===== config.mk =====
export PLATFORM = sky130hd
export DESIGN_NAME = viterbi_acs
export DESIGN_NICKNAME = d
export VERILOG_FILES = /design/src/rtl/viterbi_acs.sv
export SDC_FILE = /design/constraint.sdc
export NUM_CORES = 1
export LEC_CHECK = 0
export ABC_CLOCK_PERIOD_IN_PS = 44600
export CAP_MARGIN = 40
export CORE_MARGIN = 4
export CORE_UTILIZATION = 55
export CTS_CLUSTER_DIAMETER = 150
export CTS_CLUSTER_SIZE = 28
export DETAILED_ROUTE_END_ITERATION = 10
export GPL_TIMING_DRIVEN = 0
export PLACE_DENSITY = 0.84
export SETUP_SLACK_MARGIN = 0.4
export SYNTH_ARGS = -nofsm -noshare
export SYNTH_HDL_FRONTEND = slang
export SYNTH_SLANG_ARGS = --single-unit

===== constraint.sdc =====
create_clock -name clk -period 44.6 [get_ports clk]
set_clock_uncertainty 0.1 [all_clocks]
set_input_delay 11.15 -clock clk [delete_from_list [all_inputs] [get_ports clk]]
set_output_delay 11.15 -clock clk [all_outputs]
set_load 0.05 [all_outputs]

===== src/rtl/viterbi_acs.sv =====
// Add-compare-select stage for a K=3, rate-1/2, (7,5) hard-decision Viterbi
// decoder. New path metrics are combinational back to the metric register
// stage; decisions, best state and frame strobes are registered for traceback.
module viterbi_acs #(
  parameter int W         = 8,
  parameter int NORM_THR  = 128,
  parameter int FRAME_LEN = 32
) (
  input  logic                         clk,
  input  logic                         rst,
  input  logic                         valid_i,
  input  logic [1:0]                   sym_i,
  input  logic [W-1:0]                 pm_cur_s0_i,
  input  logic [W-1:0]                 pm_cur_s1_i,
  input  logic [W-1:0]                 pm_cur_s2_i,
  input  logic [W-1:0]                 pm_cur_s3_i,
  output logic [W-1:0]                 pm_new_s0_o,
  output logic [W-1:0]                 pm_new_s1_o,
  output logic [W-1:0]                 pm_new_s2_o,
  output logic [W-1:0]                 pm_new_s3_o,
  output logic [3:0]                   dec_o,
  output logic [1:0]                   best_state_o,
  output logic                         norm_o,
  output logic [$clog2(FRAME_LEN)-1:0] step_cnt_o,
  output logic                         frame_end_o,
  output logic                         valid_o
);

  localparam int CW = $clog2(FRAME_LEN);
  localparam logic [W-1:0]  THR  = W'(NORM_THR);
  localparam logic [CW-1:0] LAST = CW'(FRAME_LEN - 1);

  logic [W-1:0] pm_cur [4];
  logic [W-1:0] sel    [4];
  logic [W-1:0] pm_new [4];
  logic [3:0]   dec_d;
  logic [1:0]   best_d;
  logic         norm_d;
  logic [W-1:0] min_val;

  logic [3:0]    dec_q;
  logic [1:0]    best_q;
  logic          norm_q;
  logic [CW-1:0] cnt_q, cnt_d;
  logic          fe_q, fe_d;
  logic          valid_q;

  assign pm_cur[0] = pm_cur_s0_i;
  assign pm_cur[1] = pm_cur_s1_i;
  assign pm_cur[2] = pm_cur_s2_i;
  assign pm_cur[3] = pm_cur_s3_i;

  // Branch symbol emitted when input bit u leaves predecessor {x1,x2}.
  function automatic logic [1:0] exp_sym(input logic u, input logic [1:0] p);
    return {u ^ p[1] ^ p[0], u ^ p[0]};
  endfunction

  function automatic logic [1:0] hamming(input logic [1:0] a, input logic [1:0] b);
    logic [1:0] x;
    x = a ^ b;
    return {1'b0, x[1]} + {1'b0, x[0]};
  endfunction

  // Saturating add keeps unreachable metrics pinned at all-ones.
  function automatic logic [W-1:0] sat_add(input logic [W-1:0] a, input logic [1:0] b);
    logic [W:0] s;
    s = {1'b0, a} + {{(W-1){1'b0}}, b};
    return s[W] ? {W{1'b1}} : s[W-1:0];
  endfunction

  // Add-compare-select per state; pb wins only when strictly smaller.
  always_comb begin
    logic [1:0]   pa, pb;
    logic [W-1:0] ca, cb;
    dec_d = '0;
    for (int n = 0; n < 4; n++) begin
      pa = {n[0], 1'b0};
      pb = {n[0], 1'b1};
      ca = sat_add(pm_cur[pa], hamming(sym_i, exp_sym(n[1], pa)));
      cb = sat_add(pm_cur[pb], hamming(sym_i, exp_sym(n[1], pb)));
      if (cb < ca) begin
        sel[n]   = cb;
        dec_d[n] = 1'b1;
      end else begin
        sel[n]   = ca;
      end
    end
  end

  // Minimum and argmin, lowest index kept on ties.
  always_comb begin
    min_val = sel[0];
    best_d  = 2'd0;
    for (int n = 1; n < 4; n++) begin
      if (sel[n] < min_val) begin
        min_val = sel[n];
        best_d  = 2'(n);
      end
    end
  end

  // Rebase all metrics once the smallest crosses the threshold.
  always_comb begin
    norm_d = (min_val >= THR);
    for (int n = 0; n < 4; n++) begin
      pm_new[n] = norm_d ? (sel[n] - THR) : sel[n];
    end
  end

  assign pm_new_s0_o = pm_new[0];
  assign pm_new_s1_o = pm_new[1];
  assign pm_new_s2_o = pm_new[2];
  assign pm_new_s3_o = pm_new[3];

  // Step counter wraps at the frame length; terminal count marks frame end.
  always_comb begin
    fe_d  = valid_i && (cnt_q == LAST);
    cnt_d = cnt_q;
    if (valid_i) begin
      cnt_d = (cnt_q == LAST) ? '0 : cnt_q + 1'b1;
    end
  end

  // Registered traceback outputs; reset wins over a concurrent valid step.
  always_ff @(posedge clk) begin
    if (rst) begin
      dec_q   <= '0;
      best_q  <= '0;
      norm_q  <= 1'b0;
      cnt_q   <= '0;
      fe_q    <= 1'b0;
      valid_q <= 1'b0;
    end else begin
      valid_q <= valid_i;
      fe_q    <= fe_d;
      cnt_q   <= cnt_d;
      if (valid_i) begin
        dec_q  <= dec_d;
        best_q <= best_d;
        norm_q <= norm_d;
      end
    end
  end

  assign dec_o        = dec_q;
  assign best_state_o = best_q;
  assign norm_o       = norm_q;
  assign step_cnt_o   = cnt_q;
  assign frame_end_o  = fe_q;
  assign valid_o      = valid_q;

endmodule


==> results.yml <==
floorplanning:
  std_cell_rows: 31
  initial_core_util_pct: 57.1
  die_h_um: 95.3
  ios: 83
  die_w_um: 95.3
  core_um2: 7330
  dieArea_um2: 9080
routing:
  first_pass_iters: 6
  dr_total_vias: 4592
  ant_nets: 0
  wl_per_cell_um: 16.6
  vias_per_cell: 6.06
  drt_wl_total_um: 12600
  drt_iter0_drc: 296
  drc_errors: 0
clock_tree:
  ctsHoldBuffers: 0
  cts_tree: "yes"
  cts_root_buffer: "clkbuf_8"
  cts_max_level: 1
  cts_sinks: 14
  cts.repair.resized: 0
  cts_buffers: 3
  post_cts.repair.setup_buffers: 0
  clk_latency_ns: 0.24
  clk_pin_slew_worst_paths_ns: 0.05
  cts_buffer_depth: 2
logic_synthesis:
  synth_area_leaders: "ha_1, dfxtp_1, nor2_1"
  yosysTopAreaCellShare_pct: 20.6
  synth_async_sr_flop_share_pct: 0
  ys.flop_type: "dfxtp_1"
  synth_simple_gate_area_share_pct: 25.5
  synth_mux_area_share_pct: 8.27
  synth-compound-area-share_pct: 26.8
  synth_edf_count: 0
  mappedNetlistNets: 693
  synth_top_family_by_area: "compound AO/OA/AOI/OAI gates"
  ys_seq_area_share_pct: 6.69
  ys_seq_elements: 14
  ys_warn_count: 0
  synth.most_common_cell: "nor2_1"
  synth_area_per_cell_um2: 7.14
  synth_cells: 587
  yosysTopAreaCell: "ha_1"
  yosysUniqueCellTypes: 64
  netlist_area_um2: 4190
  synth_xor_area_share_pct: 7.11
  synth-adder-area-share_pct: 20.8
  ys_top_cells_by_count: "nor2_1, ha_1, nand2_1"
final_layout:
  syn_to_final_growth_pct: 20.4
  drive_above_1_share_pct: 6.22
  fin_nets: 767
  stdcell_area_um2: 5040
  fin_cells: 758
  final_util_pct: 68.8
  antenna_cells: 0
global_route:
  grt_max_degree: 11
  grt_pass1_wl_um: 20800
  grt_pass1_vias: 4576
  globalRouteOverflowTotal: 0
  grtUsageTotal_pct: 28.1
  antenna_found_initial: 0
hold_path:
  holdPathStages: 2
  whs_endpoint: "dec_o[2]$_SDFFE_PP0P_"
  min-delay-path-class: "register to register"
  holdCritStartpoint: "dec_o[2]$_SDFFE_PP0P_"
status:
  outcome: "complete, no violations"
sta:
  tightest_slew_ns: 0.729
  period_minus_slack_ns: 33.67
  slew_violations: 0
  setup_viol: 0
  fin_crit_sh_pct: 75.5
  rsz0062_at_grt: "no"
  fmax_mhz: 29.7
  finalSetupTns_ns: 0
  relSlewSlack_pct: 51.1
  finalHoldViolCount: 0
critical_path:
  worstSetupPathType: "primary input to output pin"
  slowest_delay_ns: 0.85
  cp-end-kind: "output pin"
  rr_worst_depth: 7
  rrSetupSlack_ns: 42.78
  crit_buf_inv: 7
  cp_common_cell: "ha_1"
  critPathRequiredTime_ns: 33.35
  start_kind: "primary input"
  arrival_ns: 22.42
  r2r-start: "step_cnt_o[0]$_SDFFE_PP0P_"
  crit_fanout: 10
  cp_slowest_cell: "clkdlybuf4s50_1"
  critPathTopFamily: "compound AO/OA/AOI/OAI gates"
  worstReg2RegEnd: "step_cnt_o[3]$_SDFFE_PP0P_"
placed_design:
  dpl_cell_area_um2: 5000
  gp_congestion: 0.961
  placedCellCount: 755
  dpl.hpwl_um: 10500
  port_buffers: 69
power_and_ir_drop:
  irDropWorstVdd_mv: 0.0244
  leakagePower_uw: 0.00225
  p_per_area_nw_per_um2: 35.6
  total_power_uw: 180
job:
  maxCapViolCount: 0
-- cell families (layout without fill, tap and decap cells) --
group	count (synthesis)	after routing
and+or+nand+nor	222	222
buffers and inverters	49	121
AOI/OAI and AO/OA	166	166
adders and majority gates	70	70
muxes	32	32
DFF	14	14
xor gates and xnor gates	34	34
-- metrics by stage --
stage	worst slack, ns	hold slack (ns)
2_1_floorplan	12.76	0.598
3_3_place_gp	11.38	0.376
3_5_place_dp	11.14	0.381
4_1_cts	11.12	0.394
5_1_grt	10.07	0.435
6_report	10.93	0.387
-- report_power, final --
group / internal [µW] / switching (µW)
clock: 5.96 / 4.01
sequential: 13.7 / 0.714
combinational: 57.3 / 98.1
-- worst min-delay path, delay by kind of cell (launching register included) --
| kind | cells | cell delay, ns |
|---|---|---|
| simple gates | 1 | 0.07 |
| flops | 1 | 0.32 |
| compound gates | 1 | 0.06 |
-- sequential cells by signal, summed over array words and instances (netlist names) --
name	cells
dec_o	4
best_state_o	2
step_cnt_o	5
norm_o	1
frame_end_o	1
valid_o	1
-- worst max-delay path by stage --
stage                           endpoint  startpoint  cells after the start
after global placement    pm_new_s1_o[7]    sym_i[0]                     45
after global routing      pm_new_s1_o[7]    sym_i[0]                     43
final                     pm_new_s1_o[7]    sym_i[0]                     43
after detailed placement  pm_new_s1_o[7]    sym_i[0]                     45
after CTS                 pm_new_s1_o[7]    sym_i[0]                     45
after floorplan           pm_new_s0_o[7]    sym_i[0]                     42
-- layer usage --
| metal | wire, µm | up-vias | GRT usage (%) |
|---|---|---|---|
| met1 | 5320 | 2108 | 34.5 |
| met3 | 628 | 41 | 3.24 |
| met5 | 0 | - | 0 |
| met2 | 6060 | 170 | 49.2 |
| li1 | - | 2273 | - |
| met4 | 582 | 0 | 11.9 |
-- cell usage in the layout (no fill, tap or decap), drive strengths merged, types with 9 or more instances in the layout --
| cell | n |
|---|---|
| a21o | 13 |
| a21oi | 50 |
| a31oi | 10 |
| clkbuf | 15 |
| clkdlybuf4s50 | 69 |
| dfxtp | 14 |
| ha | 69 |
| inv | 29 |
| mux2i | 24 |
| nand2 | 65 |
| nand2b | 10 |
| nand3 | 15 |
| nand4 | 9 |
| nor2 | 71 |
| nor3 | 10 |
| o21a | 11 |
| o21ai | 37 |
| xnor2 | 18 |
| xor2 | 16 |
-- final cells by class --
class	instances	area, µm²
Tap cell	99	124
Timing Repair Buffer	69	691
Inverter	29	109
Clock buffer	3	41.3
Sequential cell	14	280
Fill cell	635	2290
Multi-Input combinational cell	524	3710
Buffer	20	91.3
(Power assumes the default switching activity.)
